===== config.mk =====
export PLATFORM = sky130hd
export DESIGN_NAME = weight_mem_loader
export DESIGN_NICKNAME = d
export VERILOG_FILES = /design/src/rtl/weight_mem_loader_pkg.sv /design/src/rtl/weight_mem_loader.sv
export SDC_FILE = /design/constraint.sdc
export NUM_CORES = 1
export LEC_CHECK = 0
export BUFFER_PORTS_ARGS = -buffer_cell sky130_fd_sc_hd__buf_2
export CORE_UTILIZATION = 48
export DETAILED_ROUTE_END_ITERATION = 8
export PLACE_DENSITY = 0.84
export SLEW_MARGIN = 10
export SYNTH_ARGS = -nofsm -noshare
export SYNTH_HDL_FRONTEND = slang
export SYNTH_SLANG_ARGS = --single-unit

===== constraint.sdc =====
create_clock -name clk -period 2.3 [get_ports clk]
set_clock_uncertainty 0.05 [all_clocks]
set_input_delay 0.115 -clock clk [delete_from_list [all_inputs] [get_ports clk]]
set_output_delay 0.115 -clock clk [all_outputs]
set_load 0.02 [all_outputs]

===== src/rtl/weight_mem_loader_pkg.sv =====
// Shared encodings for the weight memory loader: FSM states and error codes.
package weight_mem_loader_pkg;

  typedef enum logic [1:0] {
    ST_IDLE = 2'd0,
    ST_LOAD = 2'd1,
    ST_DONE = 2'd2
  } state_t;

  localparam logic [1:0] ERR_NONE       = 2'b00;
  localparam logic [1:0] ERR_EARLY_LAST = 2'b01;
  localparam logic [1:0] ERR_NO_LAST    = 2'b10;

endpackage


===== src/rtl/weight_mem_loader.sv =====
// Streams weight words into one neuron's weight memory as registered single-word writes.
// state | meaning
// IDLE  | waiting for cfg_start, tready low
// LOAD  | accepting words, busy high, one write per accepted word
// DONE  | single cycle: done pulse, final write visible
module weight_mem_loader
  import weight_mem_loader_pkg::*;
#(
  parameter int addressWidth = 10,
  parameter int dataWidth    = 16,
  parameter int numWeight    = 784,
  parameter int idWidth      = 8
) (
  input  logic                    clk,
  input  logic                    rst_n,
  input  logic                    cfg_start,
  input  logic [idWidth-1:0]      cfg_layer,
  input  logic [idWidth-1:0]      cfg_neuron,
  input  logic [dataWidth-1:0]    s_weight_tdata,
  input  logic                    s_weight_tvalid,
  input  logic                    s_weight_tlast,
  output logic                    s_weight_tready,
  output logic                    wen,
  output logic [addressWidth:0]   waddr,
  output logic [dataWidth-1:0]    win,
  output logic [idWidth-1:0]      wlayer,
  output logic [idWidth-1:0]      wneuron,
  output logic                    busy,
  output logic                    done,
  output logic [1:0]              err
);

  localparam int CW = addressWidth + 1;
  localparam logic [CW-1:0] LAST_IDX = CW'(numWeight - 1);

  logic [1:0]            r_rst_sync;
  logic                  w_rst_n;
  state_t                r_state;
  state_t                w_state_nxt;
  logic [CW-1:0]         r_cnt;
  logic [1:0]            r_err;
  logic [idWidth-1:0]    r_layer;
  logic [idWidth-1:0]    r_neuron;
  logic                  r_wen;
  logic [CW-1:0]         r_waddr;
  logic [dataWidth-1:0]  r_win;
  logic                  w_accept;
  logic                  w_end;

  // Reset asserts immediately but releases two clocks later, aligned to clk.
  always_ff @(posedge clk or negedge rst_n) begin
    if (!rst_n) r_rst_sync <= 2'b00;
    else        r_rst_sync <= {r_rst_sync[0], 1'b1};
  end
  assign w_rst_n = r_rst_sync[1];

  assign w_accept = (r_state == ST_LOAD) && s_weight_tvalid;
  assign w_end    = w_accept && ((r_cnt == LAST_IDX) || s_weight_tlast);

  always_ff @(posedge clk or negedge w_rst_n) begin
    if (!w_rst_n) r_state <= ST_IDLE;
    else          r_state <= w_state_nxt;
  end

  always_comb begin
    w_state_nxt = r_state;
    case (r_state)
      ST_IDLE: if (cfg_start) w_state_nxt = ST_LOAD;
      ST_LOAD: if (w_end)     w_state_nxt = ST_DONE;
      ST_DONE:                w_state_nxt = ST_IDLE;
      default:                w_state_nxt = ST_IDLE;
    endcase
  end

  always_ff @(posedge clk or negedge w_rst_n) begin
    if (!w_rst_n) begin
      r_cnt    <= '0;
      r_err    <= ERR_NONE;
      r_layer  <= '0;
      r_neuron <= '0;
      r_wen    <= 1'b0;
      r_waddr  <= '0;
      r_win    <= '0;
    end else begin
      if ((r_state == ST_IDLE) && cfg_start) begin
        r_layer  <= cfg_layer;
        r_neuron <= cfg_neuron;
        r_cnt    <= '0;
        r_err    <= ERR_NONE;
      end
      // The counter stops at numWeight because tready falls with the last accept.
      if (w_accept) begin
        r_cnt <= r_cnt + 1'b1;
        if (r_cnt == LAST_IDX) begin
          if (!s_weight_tlast) r_err <= ERR_NO_LAST;
        end else if (s_weight_tlast) begin
          r_err <= ERR_EARLY_LAST;
        end
      end
      r_wen   <= w_accept;
      r_waddr <= w_accept ? r_cnt : '0;
      r_win   <= w_accept ? s_weight_tdata : '0;
    end
  end

  assign s_weight_tready = (r_state == ST_LOAD);
  assign busy            = (r_state == ST_LOAD);
  assign done            = (r_state == ST_DONE);
  assign wen             = r_wen;
  assign waddr           = r_waddr;
  assign win             = r_win;
  assign wlayer          = r_layer;
  assign wneuron         = r_neuron;
  assign err             = r_err;

endmodule


After elaboration in Yosys (flattened, before gate mapping)

Index checks and enable logic that the tools add are counted.

$add $sub $neg: 1
$mul: 0
Div/mod/pow operators: 0
Magnitude comparators: 0
Eq/ne operators: 5
Shift-type cells: 0
Muxes and demuxes: 12
Bitwise operators: 0
Reduce and logical (&&, ||, !) cells: 7

Operators by type and width:

| kind                                                   | number |
|---|---|
| 2-to-1 mux 11 bit                                      | 3 |
| 2-to-1 mux 16 bit                                      | 1 |
| 2-to-1 mux 2 bit                                       | 7 |
| adder 11 x 1 -> 11 bit (second input constant)         | 1 |
| equality test 11 x 10 -> 1 bit (second input constant) | 1 |
| case mux 2 bit (2 select lines)                        | 1 |
| logical AND 1 bit                                      | 3 |
| equality test 2 x 1 -> 1 bit (second input constant)   | 1 |
| equality test 2 bit (second input constant)            | 1 |
| logical NOT 2 bit                                      | 1 |
| != test 2 x 1 -> 1 bit (second input constant)         | 1 |
| != test 2 bit (second input constant)                  | 1 |
| AND reduction 2 bit                                    | 1 |
| nonzero test 2 bit                                     | 1 |
| logical OR 1 bit                                       | 1 |

Register bits: 61
Bits in latches: 0
RAM bits: 0
Bits in read-only memories: 0
Bits of input ports: 37
Output and inout bits: 49
Logic and storage cells: 34
Memories: 0

Longest topological paths before layout

Gate-level depths: netlist of the first run.

Depth after elaboration: 6
Depth in mapped cells: 6
Gate-level depth less buffers: 5

Least setup slack after synthesis of the first run

Ideal clock, no wire load.

Path kind: reg2reg
Start point: register r_state[0]
End point: register r_cnt[7]
Setup time: 0.129 ns
Arrival: 1.251 ns
Required time: 2.121 ns
Path slack: 0.870 ns
Stages on the path, launching flop included: 7
Buffers on the path: 3
Period minus slack after synthesis: 1.430 ns
Cell sequence: dfrtp_1 buf_6 or3b_1 clkbuf_1 buf_2 nand2_1 mux2i_1

Cells in the longest elaborated chain, start to end: 3
Elaborated cells between the ends (all ways): 6
Classes of those cells: 1 x eq/ne; 1 x mux; 4 x reduce/logical

RTL lines:

| what                                                                     | RTL line                                         | source |
|---|---|---|
| start, declared                                                          | weight_mem_loader.sv:38                          | `state_t r_state;` |
| start signal, assigned                                                   | weight_mem_loader.sv:62                          | `else r_state <= w_state_nxt;` |
| equality test 2 x 1 -> 1 bit / logical NOT 2 bit (equally long branches) | weight_mem_loader.sv:57, weight_mem_loader.sv:85 |  |
| logical AND 1 bit (on tied branches)                                     | weight_mem_loader.sv:57, weight_mem_loader.sv:85 |  |
| 2-to-1 mux 11 bit / nonzero test 2 bit (equally long branches)           | --                                               |  |
| end signal, assigned                                                     | weight_mem_loader.sv:93                          | `r_cnt <= r_cnt + 1'b1;` |
| end, declared                                                            | weight_mem_loader.sv:40                          | `logic [CW-1:0] r_cnt;` |

Parallel ways exist; a longest one is shown, timed or not.
A chain may end at the register's enable or synchronous reset.

Worst setup path after layout of the first run

Start point: register r_state[0]
End point: register r_err[1] (netlist: err[1])

Cells in the longest elaborated chain, start to end: 6
Elaborated cells between the ends (all ways): 9
Classes of those cells: 1 x eq/ne; 5 x mux; 3 x reduce/logical

RTL lines:

| what                                | RTL line                                         | source |
|---|---|---|
| logical NOT 2 bit                   | weight_mem_loader.sv:85                          | `if ((r_state == ST_IDLE) && cfg_start) begin` |
| logical AND 1 bit                   | weight_mem_loader.sv:85                          |  |
| 2-to-1 mux 2 bit                    | weight_mem_loader.sv:85                          |  |
| 2-to-1 mux 2 bit (on tied branches) | weight_mem_loader.sv:96, weight_mem_loader.sv:95 |  |
| 2-to-1 mux 2 bit                    | weight_mem_loader.sv:94                          | `if (r_cnt == LAST_IDX) begin` |
| 2-to-1 mux 2 bit (*)                | weight_mem_loader.sv:92                          | `if (w_accept) begin` |
| end signal, assigned                | weight_mem_loader.sv:89                          | `r_err <= ERR_NONE;` |
| end signal, assigned                | weight_mem_loader.sv:95                          | `if (!s_weight_tlast) r_err <= ERR_NO_LAST;` |
| end signal, assigned                | weight_mem_loader.sv:97                          | `r_err <= ERR_EARLY_LAST;` |
| end, declared                       | weight_mem_loader.sv:41                          | `logic [1:0] r_err;` |

Every way passes the cells marked *; elsewhere a longest branch is shown, timed or not.

==> results of run 1 <==
[cell families (layout without fill, tap and decap cells)]
logic type               Yosys count  in the layout  synth area share, %
other                              1              1                0.160
buffers and inverters             10            139                 2.45
AO/OA/AOI/OAI                     18             18                 4.85
multiplexers                       5              5                 2.13
adder cells (fa/ha/maj)            1              1                0.533
flip-flops                        61             61                 65.0
AND/OR/NAND/NOR                  113            113                 24.8
[path summary, 6_finish.rpt]
| kind | slack [ns] | end | cells after the start |
|---|---|---|---|
| max in group asynchronous | 1.28 | wneuron[2] | 1 |
| setup / recovery | 0.55 | err[1] | 4 |
| hold reg to reg | 0.26 | win[6] | 0 |
| min in group clk | 0.06 | r_state[0] | 3 |
| setup reg to reg | 0.55 | err[1] | 4 |
| hold / removal | 0.05 | r_rst_sync[1] | 2 |
[through the flow]
step | cell area [µm²] | hold WS (ns) | std cells | setup slack, ns | power [mW]
3_5_place_dp | 2830 | -0.148 | 355 | 0.576 | 1.97
4_1_cts | 3340 | 0.0223 | 405 | 0.568 | 2.81
3_3_place_gp | 2830 | -0.151 | 355 | 0.607 | 1.95
5_1_grt | 3340 | 0.0453 | 405 | 0.389 | 2.96
2_1_floorplan | 2350 | -0.231 | 209 | 0.426 | 1.76
6_report | 3340 | 0.0487 | 405 | 0.554 | 2.79
[cells in the final DEF (no fill, tap or decap), types with 2 or more instances in the layout]
cell type       n
buf_2          85
buf_4           3
o21ai_1         2
nand4_1         2
a22o_1          2
nor2_1          6
a21oi_1         3
dfrtp_1        60
nor2b_1         2
dlygate4sd3_1  34
clkbuf_8        9
o21ai_0         3
mux2i_1         5
nand2_1        59
and2_1         26
clkinv_2        3
and3_1          4
clkinv_4        2
nand3_1         6
a31oi_1         4
[worst max-delay path, stage by stage (launching register included)]
cell and delay, ns:
dfrtp_1 0.52, or3b_1 0.65, nand2_1 0.15, o21a_1 0.19
a21oi_1 0.11
[sequential cells by signal (all words and copies together), names as in the netlist]
register    count
r_rst_sync      2
wlayer          8
wneuron         8
win            16
wen             1
waddr          11
r_cnt          11
err             2
r_state         2
[layer usage]
layer | global-route usage (%) | vias to the layer above
met3 | 5.97 | 9
met4 | 9.59 | 0
met2 | 34.3 | 61
met5 | 0 | -
li1 | - | 928
met1 | 24.7 | 911
[cells in the mapped netlist (2+ instances only)]
cell / instances
dfrtp_1: 61
nand2_1: 59
and2_1: 26
nand3_1: 6
nor2_1: 6
buf_2: 5
mux2i_1: 5
a31oi_1: 4
and3_1: 4
a21oi_1: 3
o21ai_0: 3
a22o_1: 2
clkbuf_1: 2
nand4_1: 2
nor2b_1: 2
o21ai_1: 2
[cell type report]
type                            count  area, µm²  area share, %
Tap cell                           67       83.8           2.51
Timing Repair Buffer              122        788           23.6
Clock inverter                      6       40.0           1.20
Sequential cell                    61       1530           45.8
Inverter                            1       6.26          0.187
Multi-Input combinational cell    138        763           22.9
Clock buffer                       10        128           3.82
[power by group]
part           leakage (nW)  total [mW]  internal, mW  switching, mW
combinational         0.939       0.658         0.255          0.403
sequential            0.804        1.34          1.23          0.114
clock                0.0860       0.791         0.388          0.403
total                  1.83        2.79          1.87          0.920
==> metrics.md, run 1 <==
| Metric | Value |
|---|---|
| Pwr dens | `837 nW/µm²` |
| Fin util | `70.6%` |
| Initial Util | `49.7%` |
| Total core area | `4720 µm²` |
| WL/cell | `12.0 µm` |
| Via Count | `1909` |
| #FFs+latches synth | `61` |
| Worst r2r src | `r_state[0]` |
| TritonCTS buffer count | `9` |
| Post-CTS Setup Inserts | `0` |
| CP arrival | `1.95 ns` |
| GP Congestion | `0.783` |
| Post-Synthesis Cells | `209` |
| Number of enable flip-flop cells after synthesis | `0` |
| Leak Pwr | `1.83 nW` |
| Worst Path Required | `2.50 ns` |
| Seq/Total Area, Yosys | `65.0%` |
| Outcome | `finished, final reports clean` |
| Post-cts gate resize count | `0` |
| Antenna violations before repair | `0` |
| Worst vdd ir | `0.000506 V` |
| Row cnt | `25` |
| Share of layout cells above drive strength 1 | `32.5%` |
| Critical Path Start | `r_state[0]` |
| CTS H-Tree Depth | `3` |
| I/O Pins | `86` |
| Die width | `71.9 µm` |
| Synth area leaders | `dfrtp_1, nand2_1, and2_1, mux2i_1, nand3_1` |
| Top cell type by total area after synthesis | `dfrtp_1` |
| Fmax | `573 MHz` |
| Vias per inst | `4.71` |
| Clock root cell | `clkbuf_8` |
| Area Overhead vs Synth | `42.2%` |
| Fin. Hold Viols | `0` |
| CTS tree | `yes` |
| Ys Warns | `0` |
| Layout Nets | `371` |
| Max_cap viols | `0` |
| Grt total ovfl | `0` |
| Filler cell count | `339` |
| Synth Area per Inst | `11.2 µm²` |
| Worst skew pair latency | `0.33 ns` |
| Die height | `71.9 µm` |
| Critical path class | `reg2reg` |
| Remaining DRCs | `0` |
| Slew @ Worst Pin | `0.729 ns` |
| Final setup fails | `0` |
| Fin Setup TNS | `0 ns` |
| Detail Route Antenna Nets | `0` |
| Total clock sinks | `61` |
| Distinct cells, synth | `33` |
| Slew HR | `51.4%` |
| Clk slew on worst S/H paths | `0.07 ns` |
| Worst-path fanout max | `23` |
| Post-synth ARST share | `100%` |
| Cts hold-fix bufs | `34` |
| Vias in the first global route | `1839` |
| Top routing layer in use | `met4` |
| All-Layer GR Usage | `20.5%` |
| Ratio of final minimum period to clock period | `75.9%` |
| Longest Clk Path Bufs | `2` |
| First-pass iteration count of the detailed router | `4` |
| RSZ-0062 raised after global routing | `no` |
| Crit start category | `flop` |
| Ys flop type | `dfrtp_1` |
| Slew Limit Fails | `0` |
| Synth Cell Area | `2350 µm²` |
| Largest net degree at the start of global routing | `37` |
| Final HPWL DP | `3000 µm` |
| Met3 routed WL | `242 µm` |
| DRT met1 WL | `2110 µm` |
| DR iter-0 viols | `110` |
| Post-route minimum period | `1.75 ns` |
| Post-Syn Nets | `247` |
| Drt total wl | `4880 µm` |
| DR WL met2 | `2450 µm` |
| Post-synth top area share | `65.0%` |
| First-pass GRT wire length | `8040 µm` |
| Antenna Cells | `0` |
| DIE AREA | `5170 µm²` |
| Hold WC Path Type | `in2async` |
| Worst setup EP type | `flop` |
| PortBufs | `85` |
Note: power is estimated with default switching activity, not from simulation.
==> inputs of run 2 (changes only) <==
--- a/config.mk
+++ b/config.mk
@@ -6,9 +6,9 @@
 export NUM_CORES = 1
 export LEC_CHECK = 0
 export BUFFER_PORTS_ARGS = -buffer_cell sky130_fd_sc_hd__buf_2
-export CORE_UTILIZATION = 48
+export CORE_UTILIZATION = 44
 export DETAILED_ROUTE_END_ITERATION = 8
-export PLACE_DENSITY = 0.84
+export PLACE_DENSITY = 0.81
 export SLEW_MARGIN = 10
 export SYNTH_ARGS = -nofsm -noshare
 export SYNTH_HDL_FRONTEND = slang
==> constraint.sdc (replaced) <==
create_clock -name clk -period 1.4 [get_ports clk]
set_clock_uncertainty 0.05 [all_clocks]
set_input_delay 0.07 -clock clk [delete_from_list [all_inputs] [get_ports clk]]
set_output_delay 0.07 -clock clk [all_outputs]
set_load 0.02 [all_outputs]
==> run 2 against run 1 <==
Net effect: setup slack worse by 0.57 ns; power up 85%; first-iteration DRC count down 8.2%; global-route usage up 0.44 points; final cell count up 6.7%; highest routed layer unchanged; sequential power up 61%; hold slack better by 0.0083 ns; wire length up 11%; the run now ends with negative setup slack left; combinational power up 96%; via count up 7.2%; die area up 8.8%.
==> metrics.md, run 2 (synthesized netlist as in run 1, its figures left out) <==
| Metric | Value |
|---|---|
| Outcome | `finished with violations` |
| Failing checks | `negative setup slack` |
| Largest net degree at the start of global routing | `50` |
| Initial Util | `46.0%` |
| PortBufs | `85` |
| Final HPWL DP | `3450 µm` |
| First-pass iteration count of the detailed router | `6` |
| Layout Nets | `395` |
| Worst-path fanout max | `3` |
| Crit start category | `flop` |
| CP arrival | `1.62 ns` |
| Worst r2r src | `r_cnt[4]` |
| RSZ-0062 raised after global routing | `yes` |
| R2R depth | `4` |
| Pwr dens | `1410 nW/µm²` |
| Largest stage delay, worst path | `0.44 ns` |
| Worst Hold Slack | `0.0570 ns` |
| Vias in the first global route | `1939` |
| GP Congestion | `0.913` |
| Design Power | `5.18 mW` |
| Worst skew pair latency | `0.33 ns` |
| Min-delay src | `s_weight_tvalid` |
| Ratio of final minimum period to clock period | `101%` |
| Finished Layout Cells | `432` |
| Critical path buffer and inverter count | `1` |
| Share of layout cells above drive strength 1 | `39.2%` |
| First-pass GRT wire length | `8420 µm` |
| Hold WC Path Type | `in2reg` |
| Worst Slack Setup Final | `-0.0174 ns` |
| CTS tree | `yes` |
| Fmax | `706 MHz` |
| Row cnt | `26` |
| Dpl cell area | `3020 µm²` |
| Total clock sinks | `61` |
| Slew Limit Fails | `0` |
| Clk slew on worst S/H paths | `0.06 ns` |
| Leak Pwr | `1.99 nW` |
| Commonest non-fill, non-tap cell in the layout | `buf_2` |
| Post-placement setup slack | `-0.0310 ns` |
| Filler cell count | `385` |
| R2R setup slack | `-0.02 ns` |
| Grt total ovfl | `0` |
| Hold Crit Depth | `4` |
| Antenna Cells | `0` |
| Via Count | `2046` |
| Design Area, Final | `3670 µm²` |
| Post-route minimum period | `1.42 ns` |
| Antenna violations before repair | `0` |
| Final setup fails | `2` |
| Placed insts | `379` |
| Fin Setup TNS | `-0.0285 ns` |
| CTS H-Tree Depth | `3` |
| Crit path max-delay family | `simple AND/OR/NAND/NOR gates` |
| Most frequent cells in the layout | `buf_2, nand2_1, dfrtp_1` |
| Worst setup EP type | `flop` |
| DR iter-0 viols | `101` |
| Fin. Hold Viols | `0` |
| Max_cap viols | `0` |
| All-Layer GR Usage | `21.0%` |
| WL/cell | `12.6 µm` |
| Crit-path cells | `nor4b_4 > nand4_1 > buf_4 > a21oi_2` |
| Fin util | `71.8%` |
| Slowest CP cell | `dfrtp_2` |
| DIE AREA | `5630 µm²` |
| Critical path class | `reg2reg` |
| Longest Clk Path Bufs | `2` |
| Area Overhead vs Synth | `56.3%` |
| Largest register FFs | `16` |
| Die width | `75.0 µm` |
| Worst Hold End | `r_state[0]` |
| I/O Pins | `86` |
| Total core area | `5110 µm²` |
| TritonCTS buffer count | `9` |
| Clock root cell | `clkbuf_8` |
| Detail Route Antenna Nets | `0` |
| Vias per inst | `4.74` |
| FF-to-FF End | `err[1]` |
| Worst vdd ir | `0.00103 V` |
| Remaining DRCs | `0` |
| Drt total wl | `5440 µm` |
| Die height | `75.0 µm` |
| Worst Path Required | `1.61 ns` |
run 2: cell types whose count changed in the layout (fill, tap and decap cells not counted), sizes merged:
cell / change
buf: +22
bufinv: +2
clkbuf: +2
clkinv: -3
clkinvlp: -1
dlygate4sd3: +2
run 2: worst max path at each step:
stage	from	endpoint	slack, ns	depth (start not counted)
after CTS	r_state[0]	r_cnt[5]	-0.004	5
after floorplan	r_state[0]	r_cnt[5]	-0.005	5
after global placement	r_cnt[4]	err[1]	-0.002	4
final	r_cnt[4]	err[1]	-0.02	4
after detailed placement	r_cnt[4]	err[1]	-0.03	4
after global routing	r_cnt[4]	err[0]	-0.07	4
run 2: final cells by class:
class | instances | area (µm²) | share of cell area (%)
flip-flops and latches | 61 | 1530 | 41.7
clock buffers | 12 | 155 | 4.23
inverters | 1 | 6.26 | 0.171
multi-input cells | 138 | 810 | 22.1
clock inverters | 4 | 70.1 | 1.91
well taps | 70 | 87.6 | 2.39
repair buffers | 146 | 1010 | 27.6
run 2: where the power goes:
group	total [mW]	switching, mW	leakage (nW)	internal (mW)
Combinational	1.29	0.745	1.07	0.548
Clock	1.73	0.633	0.116	1.09
Sequential	2.16	0.138	0.802	2.02
Total	5.18	1.52	1.99	3.66
run 2: tightest hold or removal path, cell delays in order:
cell     delay [ns]
buf_2          0.13
nand2_1        0.06
o22ai_1        0.07
nor2_1         0.08
run 2: metal layers:
| layer | vias to the layer above | GRT usage (%) | part of all wire (%) |
|---|---|---|---|
| met5 | - | 0 | 0 |
| met4 | 0 | 10.1 | 1.7 |
| met3 | 12 | 5.09 | 4.9 |
| met2 | 69 | 37.2 | 53 |
| met1 | 991 | 23.7 | 41 |
| li1 | 974 | - | - |
run 2: repair_timing:
item / 4_1_cts / 5_1_grt
hold buffers: 36 / 0
cloned: 0 / 0
setup endpoints to repair: 9 / 8
pin swaps: 3 / 7
resized for setup: 7 / 7
endpoints found under the hold margin: 38 / 0
setup buffers: 0 / 1
==> inputs of run 3 (changes only) <==
--- a/config.mk
+++ b/config.mk
@@ -6,9 +6,10 @@
 export NUM_CORES = 1
 export LEC_CHECK = 0
 export BUFFER_PORTS_ARGS = -buffer_cell sky130_fd_sc_hd__buf_2
-export CORE_UTILIZATION = 44
+export CORE_UTILIZATION = 28
+export CTS_BUF_LIST = sky130_fd_sc_hd__clkbuf_2
 export DETAILED_ROUTE_END_ITERATION = 8
-export PLACE_DENSITY = 0.81
+export PLACE_DENSITY = 0.58
 export SLEW_MARGIN = 10
 export SYNTH_ARGS = -nofsm -noshare
 export SYNTH_HDL_FRONTEND = slang
==> run 3 against run 2 <==
Net effect: setup slack got worse by 0.072 ns; global-route usage decreased by 7.4 points; die area increased by 55%; maximum frequency decreased by 4.9%; wire length increased by 2.4%; first-iteration DRC count decreased by 20%; flip-flop and latch count unchanged; the flow still finishes with violations (negative setup slack).
==> metrics.md, run 3 (synthesized netlist as in run 1, its figures left out) <==
| Metric | Value |
|---|---|
| R2R setup slack | `-0.09 ns` |
| TritonCTS buffer count | `9` |
| Critical path buffer and inverter count | `0` |
| Longest Clk Path Bufs | `2` |
| Met3 routed WL | `298 µm` |
| I/O Pins | `86` |
| Share of layout cells above drive strength 1 | `39.5%` |
| Clock root cell | `clkbuf_2` |
| Outcome | `finished with violations` |
| Final setup fails | `26` |
| Area Overhead vs Synth | `56.1%` |
| Leak Pwr | `1.97 nW` |
| Die width | `93.6 µm` |
| Remaining DRCs | `0` |
| Total core area | `8180 µm²` |
| DRT met1 WL | `2440 µm` |
| Largest net degree at the start of global routing | `33` |
| Fin. Hold Viols | `0` |
| Die height | `93.6 µm` |
| Hold WC Path Type | `reg2async` |
| CTS tree | `yes` |
| Clk slew on worst S/H paths | `0.17 ns` |
| FF-to-FF End | `err[1]` |
| Vias per inst | `4.24` |
| Commonest non-fill, non-tap cell in the layout | `buf_2` |
| Ratio of final minimum period to clock period | `106%` |
| Row cnt | `33` |
| Worst setup EP type | `flop` |
| Layout Nets | `400` |
| Top routing layer in use | `met4` |
| Antenna Cells | `0` |
| Slew Limit Fails | `0` |
| Worst r2r src | `r_cnt[7]` |
| Filler cell count | `786` |
| Worst-path fanout max | `3` |
| Crit-path cells | `nor4b_4 > a31oi_2 > o21a_1 > a21oi_1` |
| Vias in the first global route | `1904` |
| Crit path max-delay family | `compound AO/OA/AOI/OAI gates` |
| Slowest CP cell | `dfrtp_1` |
| Initial Util | `28.7%` |
| Design Power | `4.53 mW` |
| Worst Path Required | `1.75 ns` |
| Antenna violations before repair | `0` |
| Largest stage delay, worst path | `0.45 ns` |
| GP Congestion | `0.781` |
| First-pass GRT wire length | `8890 µm` |
| RSZ-0062 raised after global routing | `yes` |
| Critical path class | `reg2reg` |
| Final HPWL DP | `3620 µm` |
| Fmax | `671 MHz` |
| Drt total wl | `5570 µm` |
| All-Layer GR Usage | `13.6%` |
| Max_cap viols | `0` |
| Total clock sinks | `61` |
| Worst Hold Slack | `0.216 ns` |
| WL/cell | `11.8 µm` |
| CP arrival | `1.84 ns` |
| DR WL met2 | `2730 µm` |
| Post-route minimum period | `1.49 ns` |
| First-pass iteration count of the detailed router | `4` |
| Most frequent cells in the layout | `buf_2, nand2_1, dfrtp_1` |
| Critical Path Start | `r_cnt[7]` |
| Worst vdd ir | `0.000415 V` |
| Failing checks | `negative setup slack` |
| Grt total ovfl | `0` |
| Largest register FFs | `16` |
| CTS H-Tree Depth | `3` |
| Pwr dens | `1240 nW/µm²` |
| R2R depth | `4` |
| PortBufs | `85` |
| DIE AREA | `8750 µm²` |
| Worst skew pair latency | `0.48 ns` |
| Worst Slack Setup Final | `-0.0898 ns` |
| Detail Route Antenna Nets | `0` |
| Design Area, Final | `3660 µm²` |
| Via Count | `2000` |
| Crit start category | `flop` |
| DR iter-0 viols | `81` |
| Dpl cell area | `3070 µm²` |
## run 3: worst max-delay path by stage
stage                to  cells past startpoint
6_report         err[1]                      4
5_1_grt            busy                      3
4_1_cts            done                      3
3_5_place_dp     err[1]                      5
3_3_place_gp   r_cnt[7]                      4
2_1_floorplan  r_cnt[5]                      5
## run 3: final cells by class
cell class                 count  area (µm²)  share of cell area [%]
multi-input combinational    138         833                    22.7
sequential                    61        1530                    41.7
clock inverter                 6        53.8                    1.47
clock buffer                  10        50.0                    1.37
timing repair buffer         151        1060                    28.9
inverter                       1        6.26                   0.171
tap                          105         131                    3.59
## run 3: report_power, final
part	switching (mW)	total, mW	internal [mW]
Combinational	0.764	1.34	0.580
Clock	0.642	1.04	0.400
Sequential	0.129	2.15	2.02
Total	1.53	4.53	3.00
## run 3: timing repair
action                                  in CTS  in global routing
setup buffers                                1                  1
hold buffers                                37                  0
endpoints found under the setup margin      20                 33
resized for setup                           13                 14
pin swaps                                    4                  6
gates cloned                                 0                  0
endpoints found under the hold margin       44                  0
## run 3: routing by layer
metal / track usage (%) / up-vias
met5: 0 / -
met4: 7.69 / 0
met3: 4.07 / 9
met2: 22.1 / 60
met1: 15.9 / 944
li1: - / 987
## run 3: through the flow
step,instances,util [%],setup TNS (ns),worst slack [ns]
2_1_floorplan,209,-,-0.00977,-0.00500
3_3_place_gp,417,37.6,0,0.0133
3_5_place_dp,417,37.6,-0.0613,-0.0223
4_1_cts,471,44.1,-0.837,-0.125
5_1_grt,472,44.8,-3.08,-0.182
6_report,472,44.8,-0.856,-0.0898
